**config.mk**
```make
export PLATFORM = sky130hd
export DESIGN_NAME = add_seq_ctrl
export DESIGN_NICKNAME = d
export VERILOG_FILES = /design/src/rtl/add_seq_ctrl.sv
export SDC_FILE = /design/constraint.sdc
export NUM_CORES = 1
export LEC_CHECK = 0
export CAP_MARGIN = 20
export CORE_MARGIN = 2
export CORE_UTILIZATION = 53
export CTS_BUF_LIST = sky130_fd_sc_hd__clkbuf_16
export CTS_CLUSTER_SIZE = 40
export DETAILED_ROUTE_END_ITERATION = 12
export PLACE_DENSITY = 0.8
export REMOVE_ABC_BUFFERS = 1
export SYNTH_ARGS = -nofsm -noshare
export SYNTH_HDL_FRONTEND = slang
export SYNTH_SLANG_ARGS = --single-unit
```
**constraint.sdc**
```tcl
create_clock -name Clk -period 5.9 [get_ports Clk]
set_input_delay 0.885 -clock Clk [delete_from_list [all_inputs] [get_ports Clk]]
set_output_delay 0.885 -clock Clk [all_outputs]
set_load 0.05 [all_outputs]
```
**src/rtl/add_seq_ctrl.sv**
```systemverilog
// rtl/add_seq_ctrl.sv - byte-serial multi-byte add/subtract sequencer on a shared 8-bit adder
// full_adder_8 is the shared 8-bit ripple slice; add_seq_ctrl walks it LSB byte first.

module full_adder_8 (
   input  logic [7:0] X,
   input  logic [7:0] Y,
   input  logic       Cin,
   output logic [7:0] Sum,
   output logic       Cout
);
   logic c;

   always_comb begin
      c   = Cin;
      Sum = '0;
      for (int i = 0; i < 8; i++) begin
         Sum[i] = X[i] ^ Y[i] ^ c;
         c      = (X[i] & Y[i]) | (c & (X[i] ^ Y[i]));
      end
      Cout = c;
   end
endmodule

module add_seq_ctrl #(
   parameter int BYTES = 4
) (
   input  logic                 Clk,
   input  logic                 Reset,
   input  logic                 Start,
   input  logic                 Sub,
   input  logic [8*BYTES-1:0]   A,
   input  logic [8*BYTES-1:0]   B,
   output logic                 Busy,
   output logic                 Done,
   output logic [8*BYTES-1:0]   Result,
   output logic                 Cout,
   output logic                 Overflow
);
   localparam int W     = 8 * BYTES;
   localparam int IDX_W = $clog2(BYTES);

   typedef enum logic {IDLE, RUN} state_t;

   state_t           state_q, state_d;
   logic [W-1:0]     opa_q, opa_d;
   logic [W-1:0]     opb_q, opb_d;
   logic [W-1:0]     acc_q, acc_d;
   logic [W-1:0]     result_q, result_d;
   logic [IDX_W-1:0] idx_q, idx_d;
   logic             carry_q, carry_d;
   logic             busy_q, busy_d;
   logic             done_q, done_d;
   logic             cout_q, cout_d;
   logic             ovf_q, ovf_d;

   logic [7:0]       fa_x, fa_y, fa_sum;
   logic             fa_cout;
   logic             last;

   assign fa_x = opa_q[{idx_q, 3'b000} +: 8];
   assign fa_y = opb_q[{idx_q, 3'b000} +: 8];
   assign last = (idx_q == IDX_W'(BYTES - 1));

   full_adder_8 u_adder (
      .Sum  (fa_sum),
      .Cout (fa_cout),
      .X    (fa_x),
      .Y    (fa_y),
      .Cin  (carry_q)
   );

   always_comb begin
      state_d  = state_q;
      opa_d    = opa_q;
      opb_d    = opb_q;
      acc_d    = acc_q;
      result_d = result_q;
      idx_d    = idx_q;
      carry_d  = carry_q;
      busy_d   = busy_q;
      done_d   = 1'b0;
      cout_d   = cout_q;
      ovf_d    = ovf_q;
      case (state_q)
         IDLE: begin
            if (Start) begin
               // Subtraction is A + ~B + 1: the +1 enters as the initial carry.
               opa_d   = A;
               opb_d   = Sub ? ~B : B;
               carry_d = Sub;
               idx_d   = '0;
               busy_d  = 1'b1;
               state_d = RUN;
            end
         end
         RUN: begin
            acc_d[{idx_q, 3'b000} +: 8] = fa_sum;
            carry_d = fa_cout;
            idx_d   = idx_q + IDX_W'(1);
            if (last) begin
               result_d = acc_d;
               cout_d   = fa_cout;
               ovf_d    = (opa_q[W-1] == opb_q[W-1]) && (fa_sum[7] != opa_q[W-1]);
               done_d   = 1'b1;
               busy_d   = 1'b0;
               idx_d    = '0;
               state_d  = IDLE;
            end
         end
         default: state_d = IDLE;
      endcase
   end

   always_ff @(posedge Clk) begin
      if (Reset) begin
         state_q  <= IDLE;
         opa_q    <= '0;
         opb_q    <= '0;
         acc_q    <= '0;
         result_q <= '0;
         idx_q    <= '0;
         carry_q  <= 1'b0;
         busy_q   <= 1'b0;
         done_q   <= 1'b0;
         cout_q   <= 1'b0;
         ovf_q    <= 1'b0;
      end else begin
         state_q  <= state_d;
         opa_q    <= opa_d;
         opb_q    <= opb_d;
         acc_q    <= acc_d;
         result_q <= result_d;
         idx_q    <= idx_d;
         carry_q  <= carry_d;
         busy_q   <= busy_d;
         done_q   <= done_d;
         cout_q   <= cout_d;
         ovf_q    <= ovf_d;
      end
   end

   assign Busy     = busy_q;
   assign Done     = done_q;
   assign Result   = result_q;
   assign Cout     = cout_q;
   assign Overflow = ovf_q;
endmodule

```
==> impl_metrics.tcl <==
set metrics [dict create \
    fin_cells 872 \
    hold_class "register to register" \
    drv_cap 0 \
    syn2layout_area_growth_pct 23.93 \
    initial_core_util_pct 53.71 \
    seqPwrFrac_pct 44.5 \
    grt_max_degree 98 \
    mostFrequentLayoutCells "136 x dfxtp_1, 105 x nor2_1, 101 x clkdlybuf4s50_1" \
    critPathArrivalTime_ps 5070 \
    seqCellArea_um2 2723 \
    ios 104 \
    drive_gt1_share_pct 6.447 \
    fin_util_pct 66.57 \
    port_buffers 103 \
    async_flop_share_pct 0 \
    cts_resized 0 \
    final.period_utilization_pct 80.30 \
    status "completed" \
    chipWidth_um 110.9 \
    hold_viol 0 \
    clockBufferDepth 2 \
    switching_share_pct 25.36 \
    post_cts_buffers 0 \
    dp.cells 838 \
    insertion_delay_ps 410 \
    post_drt_via_cell_ratio 5.674 \
    syn_area_um2 6055 \
    grt_setup_unrepaired "false" \
    p_per_area_nw_per_um2 293.9 \
    ir_drop_uv 183.3 \
    fin_tns_setup_ps 0 \
    yosysUniqueCellTypes 30 \
    cts_tree "done" \
    synth_seq_cells 136 \
    vias 4948 \
    row_count 39 \
    place_area_um2 6924 \
    cts_root_buffer "clkbuf_16" \
    fin_ws_ps 1162 \
    grt_pass1_wl_um 22740 \
    synth_ff_type "dfxtp_1" \
    critPathCaptureType "register" \
    total_power_mw 2.206 \
    finalNetCount 798 \
    clkTransAtPathRegs_ps 50 \
    yosysWarnings 0 \
    multi_input_area_um2 2856 \
    grt_pass1_vias 4864 \
    setup_viol 0 \
    mostFrequentLayoutCell "dfxtp_1" \
    pre_cts_ws_ps 1130 \
    syn_inst 644 \
    cts_buffers 17 \
    maxSlewHeadroom_pct 34.99 \
    grt_usage_pct 22.71 \
    dieArea_um2 12290 \
    fill_cells 893 \
    yosysSeqAreaShare_pct 44.97 \
    combPwrFrac_pct 12.0 \
    period_minus_slack_ps 4738 \
    drtPass1Iterations 5 \
    clock_sinks 136 \
    crit_type "register to register" \
    dp.final_hpwl_um 9231 \
    wl_per_cell_um 15.90 \
    clkPwrFrac_pct 43.5 \
    die_h_um 110.9 \
    synth_edf_count 0 \
    cts_hold_buf 0 \
    antenna_found_initial 0 \
    start_kind "register" \
    antenna_cells 0 \
    final_max_slew_viol_count 0 \
    leakagePower_nw 2.757 \
    holdWs_ps 453.3 \
    drc_errors 0 \
    crit_fanout 10 \
    core_um2 11270 \
    drtAntennaViolNets 0 \
    worst_slew_pin_slew_ps 973.9 \
    finalWeightedCongestion 0.7857 \
    routed_wirelength_um 13870 \
    dr.first_iter.drc_count 339 \
    syn_avg_cell_area_um2 9.401 \
    critPathRequiredTime_ps 6230 \
    p_switching_uw 559.3 \
    skew_ps 7.249 \
    grt-ovfl-total 0 \
    internal_power_mw 1.646 \
    htreeDepth 4 \
    max_freq_mhz 211.1 \
    fin_area_um2 7503 \
]
worst paths after layout:
check	start	to	slack, ps	depth (start not counted)
min reg2reg	opa_q[12]$_SDFFE_PP0P_	opa_q[12]$_SDFFE_PP0P_	450	2
max	idx_q[0]$_SDFFE_PP0P_	Overflow$_SDFFE_PP0P_	1160	16
min	opa_q[12]$_SDFFE_PP0P_	opa_q[12]$_SDFFE_PP0P_	450	2
max reg2reg	idx_q[0]$_SDFFE_PP0P_	Overflow$_SDFFE_PP0P_	1160	16
cell type report:
cell class,count,share of cell area [%]
multi-input cells,423,38.07
flip-flops and latches,136,36.28
repair buffers,110,14.71
clock buffers,17,5.669
well taps,143,2.385
clock inverters,15,1.484
inverters,28,1.401
sequential cells by signal (all words and copies together), names as in the netlist:
signal	cells
idx_q	2
Done	1
Result	32
opb_q	32
Overflow	1
Busy	1
carry_q	1
Cout	1
opa_q	32
acc_q	32
state_q	1
Yosys cell counts, types with 9 or more instances:
cell type  count  area (µm²)
a221oi_1      32       280.3
a21oi_1       35       175.2
nand2_1       71       266.5
buf_6         13       146.4
inv_1         28       105.1
a22oi_1       24       180.2
nor3_1        35       175.2
mux4_1         9       236.5
buf_2         22       110.1
a211oi_1      33       247.7
dfxtp_1      136        2723
xnor2_1       32       280.3
nor2_1       105       394.1
clkbuf_1      12       45.04
worst max-delay path: stages (launching register included):
cell,delay [ps]
dfxtp_1,480
mux4_1,290
inv_1,50
fa_1,420
fa_1,410
fa_1,400
fa_1,400
fa_1,380
inv_1,80
fa_1,160
inv_1,50
fa_1,390
inv_1,90
fa_1,550
and3b_1,270
a211oi_1,50
nor3_1,190
per-layer routing:
layer,share of wire (%),vias to the layer above,GRT usage (%)
li1,-,2401,-
met5,0,-,0
met1,43,2338,28.62
met3,6.4,30,4.374
met2,48,179,37.75
met4,2.3,0,10.58
power by group through the flow:
stage / Sequential, mW / Combinational, mW / Clock, mW
finish: 0.981 / 0.265 / 0.960
detailed placement: 0.999 / 0.262 / 0
global route: 0.984 / 0.289 / 1.01
CTS: 0.980 / 0.263 / 0.973
global placement: 0.996 / 0.252 / 0
floorplan: 0.999 / 0.147 / 0
cell families (layout without fill, tap and decap cells):
kind of cell             count (synthesis)  after routing  synth area share (%)
AO/OA/AOI/OAI                          132            132                 15.75
flip-flops                             136            136                 44.97
XOR/XNOR                                32             32                 4.629
AND/OR/NAND/NOR                        227            227                 15.93
multiplexers                            18             18                 6.861
buffers and inverters                   85            170                 7.977
adder cells (fa/ha/maj)                 14             14                 3.885
Note: power is estimated with default switching activity, not from simulation.
